$ cat config.mk
export PLATFORM = sky130hd
export DESIGN_NAME = zuart_tx_flat
export DESIGN_NICKNAME = d
export VERILOG_FILES = /design/src/rtl/zuart_tx_pkg.sv /design/src/rtl/zuart_tx_if.sv /design/src/rtl/zuart_baud_gen.sv /design/src/rtl/zuart_tx.sv /design/src/flat_wrapper.sv
export SDC_FILE = /design/constraint.sdc
export NUM_CORES = 1
export LEC_CHECK = 0
export BUFFER_PORTS_ARGS = -buffer_cell sky130_fd_sc_hd__buf_4
export CAP_MARGIN = 20
export CORE_ASPECT_RATIO = 0.75
export CORE_MARGIN = 5
export CORE_UTILIZATION = 56
export CTS_BUF_LIST = sky130_fd_sc_hd__clkbuf_8
export CTS_CLUSTER_SIZE = 24
export DETAILED_ROUTE_END_ITERATION = 12
export GPL_ROUTABILITY_DRIVEN = 0
export HOLD_SLACK_MARGIN = 0.12
export PLACE_DENSITY = 0.89
export RECOVER_POWER = 25
export SYNTH_ARGS = -nofsm -noshare
export SYNTH_HDL_FRONTEND = slang
export SYNTH_SLANG_ARGS = --single-unit
$ cat constraint.sdc
create_clock -name iClk -period 1.9 [get_ports iClk]
set_input_delay 0.475 -clock iClk [delete_from_list [all_inputs] [get_ports iClk]]
set_output_delay 0.475 -clock iClk [all_outputs]
set_load 0.01 [all_outputs]
$ cat src/rtl/zuart_tx_pkg.sv
// Shared UART/debug definitions: FSM encodings, default bit period and a parity helper.
// Purely declarative; no timing or flow-control behaviour of its own.
package zuart_tx_pkg;

    localparam int unsigned ZUART_CLK_DIV_DEF = 434;

    localparam logic [2:0] ST_IDLE     = 3'd0;
    localparam logic [2:0] ST_START    = 3'd1;
    localparam logic [2:0] ST_DATA     = 3'd2;
    localparam logic [2:0] ST_PARITY   = 3'd3;
    localparam logic [2:0] ST_STOP     = 3'd4;
    localparam logic [2:0] ST_DONE     = 3'd5;
    localparam logic [2:0] ST_WAIT_REL = 3'd6;

    function automatic logic parityBit(input logic [7:0] dat, input logic odd);
        return (^dat) ^ odd;
    endfunction

endpackage

$ cat src/rtl/zuart_tx_if.sv
// Transmit request/response bundle between the configuration controller and zuart_tx.
// Level-held request, no backpressure beyond oBusy; master drives the request side.
interface zuart_tx_if;
    logic       iTxEn;
    logic [7:0] iTxData;
    logic       oTxDone;
    logic       oTxD;
    logic       oBusy;

    modport master (output iTxEn, iTxData, input oTxDone, oTxD, oBusy);
    modport slave  (input iTxEn, iTxData, output oTxDone, oTxD, oBusy);
endinterface

$ cat src/rtl/zuart_baud_gen.sv
// Bit-period divider: counts 0..CLK_DIV-1 while enabled, ticks combinationally on the last count.
// Zero latency tick; clear has priority over enable; no backpressure.
module zuart_baud_gen
    import zuart_tx_pkg::*;
#(
    parameter int unsigned CLK_DIV = ZUART_CLK_DIV_DEF
) (
    input  logic iClk,
    input  logic iRstN,
    input  logic iClear,
    input  logic iEnable,
    output logic oTick
);

    localparam logic [15:0] LAST_CNT = 16'(CLK_DIV - 1);

    logic [15:0] divCnt;

    assign oTick = iEnable && !iClear && (divCnt == LAST_CNT);

    // Wrapping to zero on the tick keeps every bit exactly CLK_DIV cycles, so no drift accumulates.
    always_ff @(posedge iClk or negedge iRstN) begin
        if (!iRstN) begin
            divCnt <= 16'd0;
        end else if (iClear) begin
            divCnt <= 16'd0;
        end else if (iEnable) begin
            divCnt <= oTick ? 16'd0 : divCnt + 16'd1;
        end
    end

endmodule

$ cat src/rtl/zuart_tx.sv
// 8-bit UART transmitter, optional parity, 1/2 stop bits; oTxDone pulses one cycle after the frame.
// Line starts one cycle after acceptance; held iTxEn does not retrigger until released.
module zuart_tx
    import zuart_tx_pkg::*;
#(
    parameter int unsigned CLK_DIV    = ZUART_CLK_DIV_DEF,
    parameter bit          PARITY_EN  = 1'b0,
    parameter bit          PARITY_ODD = 1'b0,
    parameter int unsigned STOP_BITS  = 1
) (
    input  logic       iClk,
    input  logic       iRstN,
    zuart_tx_if.slave  bus
);

    logic [2:0] state;
    logic [7:0] shiftReg;
    logic [2:0] bitIdx;
    logic       stopIdx;
    logic       parReg;
    logic       txDReg;
    logic       doneReg;
    logic       baudClear;
    logic       baudEnable;
    logic       bitTick;

    assign baudClear  = (state == ST_IDLE) && bus.iTxEn;
    assign baudEnable = (state == ST_START) || (state == ST_DATA) ||
                        (state == ST_PARITY) || (state == ST_STOP);

    zuart_baud_gen #(.CLK_DIV(CLK_DIV)) baudGen (
        .iClk    (iClk),
        .iRstN   (iRstN),
        .iClear  (baudClear),
        .iEnable (baudEnable),
        .oTick   (bitTick)
    );

    assign bus.oTxD    = txDReg;
    assign bus.oTxDone = doneReg;
    assign bus.oBusy   = (state != ST_IDLE);

    always_ff @(posedge iClk or negedge iRstN) begin
        if (!iRstN) begin
            state    <= ST_IDLE;
            shiftReg <= 8'd0;
            bitIdx   <= 3'd0;
            stopIdx  <= 1'b0;
            parReg   <= 1'b0;
            txDReg   <= 1'b1;
            doneReg  <= 1'b0;
        end else begin
            doneReg <= 1'b0;
            case (state)
                ST_IDLE: begin
                    if (bus.iTxEn) begin
                        shiftReg <= bus.iTxData;
                        // Parity is captured at acceptance so the shifting register need not keep all bits.
                        parReg   <= parityBit(bus.iTxData, PARITY_ODD);
                        bitIdx   <= 3'd0;
                        stopIdx  <= 1'b0;
                        txDReg   <= 1'b0;
                        state    <= ST_START;
                    end
                end
                ST_START: begin
                    if (bitTick) begin
                        txDReg <= shiftReg[0];
                        state  <= ST_DATA;
                    end
                end
                ST_DATA: begin
                    if (bitTick) begin
                        if (bitIdx == 3'd7) begin
                            if (PARITY_EN) begin
                                txDReg <= parReg;
                                state  <= ST_PARITY;
                            end else begin
                                txDReg <= 1'b1;
                                state  <= ST_STOP;
                            end
                        end else begin
                            txDReg   <= shiftReg[1];
                            shiftReg <= {1'b0, shiftReg[7:1]};
                            bitIdx   <= bitIdx + 3'd1;
                        end
                    end
                end
                ST_PARITY: begin
                    if (bitTick) begin
                        txDReg <= 1'b1;
                        state  <= ST_STOP;
                    end
                end
                ST_STOP: begin
                    if (bitTick) begin
                        if ((STOP_BITS == 1) || stopIdx) begin
                            doneReg <= 1'b1;
                            state   <= ST_DONE;
                        end else begin
                            stopIdx <= 1'b1;
                        end
                    end
                end
                ST_DONE: begin
                    state <= ST_WAIT_REL;
                end
                ST_WAIT_REL: begin
                    if (!bus.iTxEn) begin
                        state <= ST_IDLE;
                    end
                end
                default: begin
                    txDReg <= 1'b1;
                    state  <= ST_IDLE;
                end
            endcase
        end
    end

endmodule

$ cat src/flat_wrapper.sv
// flat-port wrapper written by rule: the top's interface ports become plain ports
module zuart_tx_flat import zuart_tx_pkg::*;
#(
    parameter int unsigned CLK_DIV    = ZUART_CLK_DIV_DEF,
    parameter bit          PARITY_EN  = 1'b0,
    parameter bit          PARITY_ODD = 1'b0,
    parameter int unsigned STOP_BITS  = 1
)
  (iClk, iRstN, bus_iTxEn, bus_iTxData, bus_oTxDone, bus_oTxD, bus_oBusy);
  zuart_tx_if bus_i ();
  input  logic iClk;
  input  logic iRstN;
  input wire logic [$bits(bus_i.iTxEn)-1:0] bus_iTxEn;
  input wire logic [$bits(bus_i.iTxData)-1:0] bus_iTxData;
  output wire logic [$bits(bus_i.oTxDone)-1:0] bus_oTxDone;
  output wire logic [$bits(bus_i.oTxD)-1:0] bus_oTxD;
  output wire logic [$bits(bus_i.oBusy)-1:0] bus_oBusy;
  assign bus_i.iTxEn = bus_iTxEn;
  assign bus_i.iTxData = bus_iTxData;
  assign bus_oTxDone = bus_i.oTxDone;
  assign bus_oTxD = bus_i.oTxD;
  assign bus_oBusy = bus_i.oBusy;
  zuart_tx #(.CLK_DIV(CLK_DIV), .PARITY_EN(PARITY_EN), .PARITY_ODD(PARITY_ODD), .STOP_BITS(STOP_BITS)) u_core (.iClk(iClk), .iRstN(iRstN), .bus(bus_i));
endmodule
* Word level (Yosys, flattened, before mapping)
Index checks and enable logic that the tools add are counted.
** Word-level totals
- Input bits :: 11
- Flip-flop bits (word level) :: 32
- Output and inout bits :: 3
** Operators by class
- Reductions and logical operators :: 15
- Multiplexer cells :: 27
- $add $sub $neg :: 2
- Bitwise gates (word level) :: 1
- Equality and inequality tests :: 16
** Operator list (count)
- two-way mux 16 bit :: 3
- two-way mux 3 bit :: 10
- two-way mux 8 bit :: 3
- one-hot mux 3 bit (7 select lines) :: 1
- adder 16 x 1 -> 16 bit (second input constant) :: 1
- equality test 16 x 9 -> 1 bit (second input constant) :: 1
- inequality test 2 bit (second input constant) :: 8
- one-hot mux 8 bit (2 select lines) :: 1
- equality test 3 bit (second input constant) :: 4
- two-way mux 1 bit :: 7
- AND reduction 7 bit :: 1
- equality test 3 x 2 -> 1 bit (second input constant) :: 2
- one-hot mux 3 bit (2 select lines) :: 1
- one-hot mux 1 bit (5 select lines) :: 1
- AND reduction 5 bit :: 1
- AND reduction 4 bit :: 1
- nonzero test 2 bit :: 2
- adder 3 x 1 -> 3 bit (second input constant) :: 1
- equality test 3 x 1 -> 1 bit (second input constant) :: 1
- logical AND 1 bit :: 3
- logical NOT 3 bit :: 1
- logical OR 1 bit :: 3
- nonzero test 3 bit :: 1
- OR reduction 3 bit :: 1
- other kinds (2) :: 2

* Logic depth before layout (Yosys ltp)
Gate-level depths: netlist of the first run.
- Depth after elaboration :: 9
- Depth in mapped cells :: 7
- Depth with buffers taken out :: 6

* Hierarchy
From an unflattened synthesis of the first run, not the netlist that was laid out.
** Second synthesis, totals
- Cells, all modules :: 189
- Area, all modules :: 1960.6 sq um
** By module, submodules not included
- zuart_baud_gen :: area each 988.4 sq um, instances 1, sequential area each 400.4 sq um, cells each 109
- zuart_tx :: area each 972.2 sq um, instances 1, sequential area each 401.6 sq um, cells each 80

* Worst setup path before layout of the first run
Ideal clock, no wire load.
- Kind :: register to register
- From :: reg u_core.baudGen.divCnt[1]
- To :: reg u_core.shiftReg[0]
- Stages on the path, launching flop included :: 7
- Data arrival time :: 1.725 ns
- Period minus slack after synthesis :: 1.850 ns
- Path slack :: 0.050 ns
- Buffers on the path :: 0
- Cell sequence :: dfrtp_1 > inv_1 > ha_1 > nor4b_4 > nand4b_4 > a21oi_4 > mux2_4
** On the way
- Word-level cells in the longest chain between the ends :: 4
** Ends and longest elaborated chain
- start, declared :: line zuart_baud_gen.sv:17 : logic [15:0] divCnt;
- start signal, assigned :: line zuart_baud_gen.sv:28 : divCnt <= oTick ? 16'd0 : divCnt + 16'd1;
- equality test 16 x 9 -> 1 bit :: line zuart_baud_gen.sv:19 : assign oTick = iEnable && !iClear && (divCnt == LAST_CNT);
- logical AND 1 bit :: line zuart_baud_gen.sv:19
- inequality test 2 bit (no line)
- AND reduction 4 bit (no line)
- end signal, assigned :: line zuart_tx.sv:57 : shiftReg <= bus.iTxData;
- end signal, assigned :: line zuart_tx.sv:84 : shiftReg <= {1'b0, shiftReg[7:1]};
- end, declared :: line zuart_tx.sv:17 : logic [7:0] shiftReg;
No other way between the ends.
A chain may end at the register's enable or synchronous reset.

* Worst setup path after layout of the first run
- From :: reg u_core.baudGen.divCnt[1]
- To :: reg u_core.bitIdx[0]
** On the way
- Word-level cells in the longest chain between the ends :: 4
** Ends and longest elaborated chain
- equality test 16 x 9 -> 1 bit :: line zuart_baud_gen.sv:19
- logical AND 1 bit :: line zuart_baud_gen.sv:19
- inequality test 2 bit (no line)
- AND reduction 4 bit (no line)
- end signal, assigned :: line zuart_tx.sv:85 : bitIdx <= bitIdx + 3'd1;
- end, declared :: line zuart_tx.sv:18 : logic [2:0] bitIdx;
No other way between the ends.

==> results of run 1 <==
-- per-layer routing --
layer  vias up  track usage [%]  part of all wire, %
li1        815                -                    -
met1       863             30.7                   46
met2        73             32.2                   45
met3        20             5.85                  6.1
met4         0             11.2                  2.8
met5         -                0                    0
-- power groups by stage --
stage	Sequential, mW	Combinational, mW	Clock, mW
global placement	1.14	0.763	0
floorplan	1.15	0.493	0
finish	1.18	0.900	0.638
global route	1.21	0.991	0.690
CTS	1.15	0.808	0.653
detailed placement	1.15	0.805	0
-- placed cells by master (no fill, tap or decap), types with 2 or more instances in the layout --
cell	count
o31ai_1	2
o21ai_1	2
mux2_4	8
o22ai_1	3
buf_6	2
nand4b_1	2
o21a_1	2
dfrtp_1	31
buf_4	39
nor2b_1	2
nand3b_1	4
buf_12	2
o211ai_1	7
mux2_2	8
mux2i_1	3
nand2_1	12
nor3b_1	2
a31oi_1	17
a21oi_1	2
nand3_1	9
nor3_1	5
ha_1	4
nand4_1	3
or4_1	3
inv_1	8
nor4_1	4
o21ai_0	6
or3_1	2
clkbuf_8	5
and2_2	2
nor2_1	2
-- sequential cells by signal, summed over array words and instances, names as in the netlist --
name / count
u_core.baudGen.divCnt: 16
u_core.shiftReg: 8
u_core.bitIdx: 3
u_core.state: 3
u_core.bus.oTxD: 1
u_core.bus.oTxDone: 1
-- stage by stage --
step / utilization [%] / hold slack [ps] / std cells / instance area, um2 / power (mW)
2_1_floorplan: - / 179 / 190 / 1960 / 1.64
3_3_place_gp: 67.5 / 439 / 255 / 2250 / 1.91
3_5_place_dp: 67.5 / 441 / 255 / 2250 / 1.96
4_1_cts: 71.8 / 125 / 266 / 2390 / 2.61
5_1_grt: 74.3 / 321 / 271 / 2480 / 2.89
6_report: 74.3 / 271 / 271 / 2480 / 2.71
-- final timing paths --
| check | from | endpoint | slack, ps | cells past startpoint |
|---|---|---|---|---|
| setup / recovery | u_core.baudGen.divCnt[1] | u_core.bitIdx[0] | 30 | 7 |
| hold / removal | iRstN | u_core.baudGen.divCnt[10] | 270 | 1 |
| setup reg to reg | u_core.baudGen.divCnt[1] | u_core.bitIdx[0] | 30 | 7 |
| hold reg to reg | u_core.bus.oTxD | u_core.bus.oTxD | 500 | 1 |
| max in group asynchronous | iRstN | u_core.baudGen.divCnt[7] | 1110 | 1 |
| min in group iClk | bus_iTxData[7] | u_core.shiftReg[7] | 450 | 3 |
-- final cells by class --
| cell class | instances | area (um2) |
|---|---|---|
| Clock buffer | 5 | 68.8 |
| Timing Repair Buffer | 44 | 360 |
| Fill cell | 232 | 857 |
| Inverter | 9 | 33.8 |
| Clock inverter | 3 | 38.8 |
| Sequential cell | 32 | 802 |
| Multi-Input combinational cell | 138 | 1120 |
| Tap cell | 40 | 50.0 |
-- logic make-up (layout without fill, tap and decap cells) --
kind of cell / after synthesis / count (layout)
buffers and inverters: 20 / 61
and+or+nand+nor: 62 / 62
adders and majority gates: 5 / 5
muxes: 19 / 19
AOI/OAI and AO/OA: 52 / 52
DFF: 32 / 32
-- synth_stat cells (all sizes together) (2+ instances only) --
library cell | number | area share (%)
or3 | 3 | 0.96
inv | 8 | 1.5
a21oi | 4 | 1.6
or4 | 3 | 1.1
clkbuf | 8 | 1.5
nand4b | 3 | 2.1
ha | 5 | 3.2
nand3b | 4 | 1.5
nor2 | 2 | 0.38
nand2 | 12 | 2.3
nor3 | 5 | 1.3
and2 | 2 | 0.64
o31ai | 2 | 0.76
nor4 | 5 | 2.4
buf | 3 | 0.76
o21a | 2 | 0.76
nor3b | 2 | 0.76
o22ai | 3 | 0.96
nand4 | 4 | 1.6
mux2i | 3 | 1.5
a31oi | 17 | 5.4
mux2 | 16 | 11
nor2b | 2 | 0.64
o21ai | 8 | 2.0
o211ai | 7 | 2.7
nand3 | 9 | 2.3
dfrtp | 31 | 40
-- timing repair --
item / CTS / global route
setup endpoints to repair: 5 / 21
resized for setup: 1 / 11
pin swaps: 0 / 6
buffers inserted: 3 / 5
==> impl_results.md, run 1 <==
* Status: finished clean
* Area share of xor/xnor cells in the synthesized design at 0%
* Worst path max stage delay at 400 ps
* Final WS setup at 25.1 ps
* Pwr/cell area at 1100 nW/um2
* Post-synth EDFFs at 0
* Root Buffer: clkbuf_8
* Number of setup violations in the final report at 0
* Antenna-violating nets left at 0
* Total of max-cap violations at 0
* Area grow syn2layout at 26.1%
* Adder-Cell Fraction of Synth Area at ~3.2%
* PortBufs at 13
* Clock power frac at 23.5%
* Clock period minus worst slack at around 1900 ps
* Ys Warns at 0
* Chip width at 78.4 um
* Vias at 1,771
* Slew @ Worst Pin at 825 ps
* Pleak at between 1 and 1.5 nW
* Synthesized area per cell at 10.3 um2
* RSZ-0062 raised after global routing: true
* WP buf/inv at 2
* Synth async-reset ratio at 100%
* Final Max Tran Viols at 0
* Critical Path RT at 2070 ps
* DR vias/cell at around 6.5
* Core Box Area at 3330 um2
* Row Count at 18
* Top_reg_cell synth: dfrtp_1
* Vias in the first global route at between 1.5k and 2k
* Largest net degree at the start of global routing at 33
* Switching Share at between 30% and 40%
* Total Wirelength at 5120 um
* Switching power at 0.909 mW
* Hold Vio Cnt, Final at 0
* CP top delay family: simple AND/OR/NAND/NOR gates
* Final worst-path cycle share at 98.7%
* CP Max Fanout at 5
* Io pins at 14
* Post-placement worst setup slack at -10.6 ps
* Mux share of post-synthesis cell area at between 10% and 20%
* Post-synth net total at 206
* Cell area after synthesis at approximately 2000 um2
* Die ar. at 4800 um2
* Wirelength per Cell at roughly 19 um
* Max Buffers Root-to-Sink at 2
* Antenna violations before repair at 0
* DR iter-0 viols at 142
* Layout cells sized above 1 at 35.9%
* CTS Buf Count at 5
* Worst path arrival time at a little over 2000 ps
* Critical path class: reg2reg
* DR pass1 iterations at 5
* Clk sinks at 32
* CP Cell Sequence: inv_2, ha_4, nor4b_4, nand4b_4, buf_6, mux2_4, a22o_1
* Initial Utilization at slightly below 60%
* Largest family of logic cells by synthesized area: simple AND/OR/NAND/NOR gates
* Slowest cell on the critical path: dfrtp_1
* H-Tree Depth at 2
* Synth Instances at between 150 and 200
* Register clock-pin slew on the reported worst setup and hold paths at 60 ps
* DRC viols at 0
* Seq/Total Area, Yosys at 40.9%
* Detailed placer's ending HPWL at 3190 um
* Internal power at between 1.5 and 2 mW
* Simple-gate share of the synthesized area at 21.2%
* Final Skew at 8.72 ps
* Rel. slew slack at a little under half
* CTS tree: built
* FMAX at 533 MHz
* Worst-skew pair later-pin latency at 290 ps
* Overflow after GRT at 0
* Synth cell types at 50
* Setup tns final at 0 ps
* Die Ht at 61.3 um
* Total Routing Usage GR at 22.1%
* Part of the power in combinational logic at 33.1%
* Fin nets at 246
* HP Class: in2async
* N_diodes at 0
* Seq pwr share at 43.3%
* Post-synthesis compound-gate area fraction at 18.7%
* Crit path capture type: flop
* Maximum VDD drop at 680 uV
* First-pass GRT wire length at 7870 um
* Post-cts hold buffer count at 0
* Startpoint Class: flop
* Register bit total from synthesis at 32
Power figures use the tool's default switching activity.
==> run 2: changes to the inputs <==
REMOVE_ABC_BUFFERS = 1   (was not set)
==> run 2 against run 1 <==
The run now ends with setup timing left. Maximum frequency fell by 2.3%. First-iteration DRC count rose by 11%. Register-to-register slack got worse by 40 ps. Combinational power fell by 6.1%. Wire length rose by 2.4%. Critical path depth rose by 1. Highest routed layer unchanged.
==> impl_results.md, run 2 (same netlist as run 1, synthesis figures left out) <==
* Area grow syn2layout at 25.7%
* Chip width at 78.4 um (unchanged)
* Final Instance Count excl. Fillers at 271 (unchanged)
* CP top delay family: simple AND/OR/NAND/NOR gates
* Worst path arrival time at 2150 ps (+100 ps)
* Startpoint Class: flop
* Placed cell areas at 2240 um2 (-0.67%)
* Most frequent cells in the layout: buf_4, dfrtp_1, a31oi_1
* Max reg flops at 16 (unchanged)
* CP Cell Sequence: inv_2, ha_1, nor4b_4, nand4b_4, buf_6, buf_4, o21ai_0, a32o_1
* Crit path depth at 8 (+1)
* Layout cells sized above 1 at 38.1% (+2.2 points)
* Commonest non-fill, non-tap cell in the layout: buf_4
* Die ar. at 4800 um2 (unchanged)
* Crit path from: u_core.baudGen.divCnt[1]
* Biggest regs: u_core.baudGen.divCnt (16), u_core.shiftReg (8)
* Detailed placer's ending HPWL at 3240 um (+1.4%)
* Slowest cell on the critical path: dfrtp_1
* Initial Utilization at 58.9% (unchanged)
* Final worst-path cycle share at 101% (+2.3 points)
* Total power at 2.55 mW (-6.1%)
* Crit path capture type: flop
* Failing checks: setup timing
* WP buf/inv at 3 (+1)
* Post-placement worst setup slack at 26.0 ps (+36.6 ps)
* Wirelength per Cell at 19.3 um (+2.4%)
* R2R depth at 8 (+1)
* PortBufs at 13 (unchanged)
* Row Count at 18 (unchanged)
* Vias in the first global route at 1,603 (+0.63%)
* Rel. slew slack at 47.0% (+2.0 points)
* Slew @ Worst Pin at 794 ps (-30.6 ps)
* CTS Buf Count at 5 (unchanged)
* DR iter-0 viols at 157 (+11%)
* Clk sinks at 32 (unchanged)
* Total of max-cap violations at 0 (unchanged)
* Worst path max stage delay at 400 ps (about the same)
* Die Ht at 61.3 um (unchanged)
* N_diodes at 0 (unchanged)
* Reg2reg end: u_core.state[0]
* Hold Vio Cnt, Final at 0 (unchanged)
* Largest net degree at the start of global routing at 33 (unchanged)
* DR vias/cell at 6.58 (+0.73%)
* Io pins at 14 (unchanged)
* CTS tree: built
* First-pass GRT wire length at 7900 um (+0.43%)
* End of the critical path: u_core.state[0]
* RSZ-0062 raised after global routing: true
* Final Skew at 6.94 ps (-1.78 ps)
* Worst-skew pair later-pin latency at 300 ps (about the same)
* DR pass1 iterations at 4 (-1)
* Max Buffers Root-to-Sink at 2 (unchanged)
* Critical Path RT at 2130 ps (+60 ps)
* Overflow after GRT at 0 (unchanged)
* CP Max Fanout at 5 (unchanged)
* Number of setup violations in the final report at 3 (+3)
* H-Tree Depth at 2 (unchanged)
* Vias at 1,784 (+0.73%)
* Register clock-pin slew on the reported worst setup and hold paths at 70 ps (about the same)
* Critical path class: reg2reg
* Clock period minus worst slack at 1920 ps (+44.4 ps)
* Root Buffer: clkbuf_8
* Final WS setup at -19.3 ps (-44.4 ps)
* FMAX at 521 MHz (-2.3%)
* Status: finished with violations
* Placed insts at 253 (-0.78%)
* Final Max Tran Viols at 0 (unchanged)
* Post-route cell area at 2470 um2 (-0.30%)
* Maximum VDD drop at 589 uV (-13%)
* Largest Register: u_core.baudGen.divCnt
* DRC viols at 0 (unchanged)
* Pleak at 1.09 nW (-1.2%)
* R2R Path Start: u_core.baudGen.divCnt[1]
* Reg2Reg Setup Slack at -20 ps (-40 ps)
* Total Wirelength at 5240 um (+2.4%)
* HP Class: in2reg
* Total Routing Usage GR at 21.5% (-0.54 points)
* Antenna violations before repair at 0 (unchanged)
* Fin nets at 246 (unchanged)
* Pwr/cell area at 1030 nW/um2 (-5.8%)
* Antenna-violating nets left at 0 (unchanged)
* Final hold slack at 451 ps (+180 ps)
* Filler cells at 234 (+0.86%)
* Core Box Area at 3330 um2 (unchanged)
## run 2: how the worst min path moves through the flow
stage,from,to,slack (ps),cells after the start
floorplan,iRstN,u_core.baudGen.divCnt[0],180,0
global placement,iRstN,u_core.baudGen.divCnt[14],440,1
detailed placement,iRstN,u_core.baudGen.divCnt[7],440,1
CTS,bus_iTxData[7],u_core.shiftReg[7],450,3
global route,bus_iTxData[7],u_core.shiftReg[7],460,3
finish,bus_iTxData[7],u_core.shiftReg[7],450,3
## run 2: timing repair
| action | 4_1_cts | 5_1_grt |
|---|---|---|
| pin swaps | 0 | 2 |
| resized for setup | 3 | 12 |
| buffers inserted | 4 | 5 |
| endpoints found under the setup margin | 2 | 13 |
| endpoints found under the hold margin | 11 | 0 |
| hold buffers | 1 | 0 |
## run 2: layout make-up
cell class / count / area, um2 / area share (%)
tap: 40 / 50.0 / 2.03
inverter: 9 / 33.8 / 1.37
timing repair buffer: 44 / 363 / 14.7
clock buffer: 6 / 82.6 / 3.35
clock inverter: 2 / 10.0 / 0.405
sequential: 32 / 805 / 32.6
multi-input combinational: 138 / 1120 / 45.6
## run 2: tightest hold or removal path: cells and delay by family
kind                   cells  cell delay, ps
AND/OR/NAND/NOR            1              50
AO/OA/AOI/OAI              1              70
buffers and inverters      1             110
## run 2: metal layers
metal  wire length, um  part of all wire [%]  GRT usage [%]  vias up
met5                 0                     0              0        -
met4               119                   2.3           7.98        0
met3               334                   6.4           6.58       13
met2              2540                    49           32.7       78
met1              2240                    43           29.6      871
li1                  -                     -              -      822
## run 2: where the power goes
group	switching (mW)	internal, mW
Sequential	0.223	0.929
Clock	0.263	0.289
Combinational	0.387	0.458
## run 2: per-stage QoR
step | TNS [ps] | utilization, %
5_1_grt | -769 | 74.1
3_5_place_dp | 0 | 67.1
2_1_floorplan | -1590 | -
3_3_place_gp | 0 | 67.1
6_report | -27.5 | 74.1
4_1_cts | 0 | 71.1
==> run 3: changes to the inputs <==
CORE_ASPECT_RATIO = not set   (was 0.75)
RECOVER_POWER = not set   (was 25)
==> run 3 against run 2 <==
The run now ends clean. Wire length is 11% lower. Non-clock buffer count is 4 lower. Flip-flop and latch count unchanged. Largest power group unchanged. Worst setup slack better by 39 ps. Largest cell class unchanged. Register-to-register slack improved by 40 ps. Die area down 0.25%. Utilization decreased by 1.1 points. Sequential power about the same.
==> impl_results.md, run 3 (same netlist as run 1, synthesis figures left out) <==
* Total of max-cap violations at 0 (unchanged)
* Switching power at 0.848 mW (-2.9%)
* Root Buffer: clkbuf_8
* Clk sinks at 32 (unchanged)
* Maximum VDD drop at 520 uV (-12%)
* Clock power frac at 21.6% (about the same)
* Register area at 805 um2 (unchanged)
* Seq pwr share at 46.4% (+1.2 points)
* Antenna-violating nets left at 0 (unchanged)
* DR iter-0 viols at 163 (+3.8%)
* Commonest non-fill, non-tap cell in the layout: buf_4
* Worst path arrival time at 2050 ps (-100 ps)
* FMAX at 532 MHz (+2.1%)
* DRC viols at 0 (unchanged)
* Core Box Area at 3360 um2 (+0.90%)
* Worst-skew pair later-pin latency at 290 ps (about the same)
* R2R depth at 8 (unchanged)
* CP Max Fanout at 4 (-1)
* Largest net degree at the start of global routing at 33 (unchanged)
* HP Class: in2async
* Total Wirelength at 4660 um (-11%)
* Wirelength per Cell at 17.1 um (-12%)
* CTS tree: built
* Antenna violations before repair at 0 (unchanged)
* Final Skew at 4.38 ps (-2.56 ps)
* Multi-input gate area at 1120 um2 (-0.67%)
* R2R Path Start: u_core.bitIdx[1]
* Max Buffers Root-to-Sink at 2 (unchanged)
* Overflow after GRT at 0 (unchanged)
* Clock period minus worst slack at 1880 ps (-39.1 ps)
* Vias at 1,720 (-3.6%)
* Status: finished clean
* Slew @ Worst Pin at 404 ps (-391 ps)
* H-Tree Depth at 2 (unchanged)
* First-pass GRT wire length at 7390 um (-6.5%)
* Layout cells sized above 1 at 34.8% (-3.3 points)
* Internal power at 1.66 mW (-0.99%)
* Max reg flops at 16 (unchanged)
* Die Ht at 69.2 um (+13%)
* Filler cells at 240 (+2.6%)
* DR vias/cell at 6.30 (-4.3%)
* Row Count at 21 (+3)
* Number of setup violations in the final report at 0 (-3)
* Switching Share at 33.8% (-0.44 points)
* Startpoint Class: flop
* Fin nets at 242 (-1.6%)
* Total Routing Usage GR at 19.2% (-2.4 points)
* Biggest regs: u_core.baudGen.divCnt (16), u_core.shiftReg (8)
* Rel. slew slack at 73.1% (+26 points)
* Reg2Reg Setup Slack at 20 ps (+40 ps)
* Final Max Tran Viols at 0 (unchanged)
* Reg2reg end: u_core.shiftReg[2]
* Chip width at 69.2 um (-12%)
* Critical path class: reg2reg
* Detailed placer's ending HPWL at 3080 um (-5.0%)
* Post-route cell area at 2450 um2 (-0.61%)
* Placed cell areas at 2270 um2 (+1.6%)
* Register clock-pin slew on the reported worst setup and hold paths at 70 ps (about the same)
* Crit path capture type: flop
* Largest Register: u_core.baudGen.divCnt
* Initial Utilization at 58.4% (-0.53 points)
* DR pass1 iterations at 4 (unchanged)
* Final worst-path cycle share at 99.0% (-2.1 points)
* Critical Path RT at 2070 ps (-60 ps)
* Vias in the first global route at 1,639 (+2.2%)
* Io pins at 14 (unchanged)
* Pleak at 1.07 nW (-1.9%)
* Most frequent cells in the layout: buf_4, dfrtp_1, a31oi_1
* Part of the power in combinational logic at 32.1% (-1.0 points)
* Pwr/cell area at 1020 nW/um2 (-1.0%)
* CTS Buf Count at 5 (unchanged)
* Area grow syn2layout at 25.0%
* Die ar. at 4790 um2 (-0.25%)
* N_diodes at 0 (unchanged)
* RSZ-0062 raised after global routing: true
* Hold Vio Cnt, Final at 0 (unchanged)
* PortBufs at 13 (unchanged)
* Final hold slack at 114 ps (-337 ps)
[run 3: cell types whose count changed in the layout (fill, tap and decap cells not counted), sizes merged]
cell         previous run  this run
clkinv                  3         1
inv                     8        10
dlygate4sd3             1         0
buf                    42        39
[run 3: through the flow]
stage	util, %	power (mW)	TNS (ps)	setup slack [ps]	std cells
floorplan	-	1.64	-1590	-210	179
global placement	67.5	1.90	0	27.5	261
detailed placement	67.5	1.95	-53.2	-46.4	261
CTS	71.0	2.49	0	2.70	269
global route	73.0	2.66	-167	-35.8	273
finish	73.0	2.51	0	19.8	273
[run 3: metal layers]
metal  share of wire (%)  global-route usage (%)
met1                  44                    23.6
met2                  49                    30.9
met3                 5.3                    4.93
met4                 1.9                    9.76
met5                   0                       0
[run 3: area by class of cell]
type                    count  share of cell area, %
clock inverters             2                  0.306
inverters                   9                   1.38
repair buffers             40                   14.3
clock buffers               6                   3.37
well taps                  46                   2.35
multi-input cells         138                   45.5
flip-flops and latches     32                   32.8
[run 3: worst max-delay path by stage]
stage / start / endpoint / slack [ps] / cells past startpoint
final: u_core.bitIdx[1] / u_core.shiftReg[2] / 20 / 8
after global routing: u_core.bitIdx[0] / u_core.shiftReg[2] / -40 / 8
after CTS: u_core.state[0] / bus_oBusy / 3 / 3
after detailed placement: u_core.bitIdx[0] / u_core.state[2] / -50 / 6
after global placement: u_core.bitIdx[0] / u_core.state[2] / 30 / 6
after floorplan: u_core.baudGen.divCnt[1] / u_core.shiftReg[0] / -210 / 6
[run 3: worst max-delay path: stages, from the launching register on]
cell and delay, ps:
dfrtp_1 390, ha_2 200, ha_4 160, nor2b_1 130, o21ai_1 80, buf_4 150
a21oi_4 180, clkbuf_16 180, mux2_4 290
[run 3: repair_timing]
action | in CTS | in global routing
cloned | 0 | 1
pin swaps | 1 | 5
hold buffers | 0 | 0
endpoints found under the setup margin | 3 | 10
gates resized for setup | 6 | 6
buffers inserted | 0 | 3
[run 3: power by group through the flow]
stage | clock [mW] | combinational (mW) | sequential, mW
2_1_floorplan | 0 | 0.492 | 1.15
3_3_place_gp | 0 | 0.754 | 1.14
3_5_place_dp | 0 | 0.793 | 1.15
4_1_cts | 0.547 | 0.797 | 1.15
5_1_grt | 0.577 | 0.894 | 1.19
6_report | 0.541 | 0.804 | 1.16
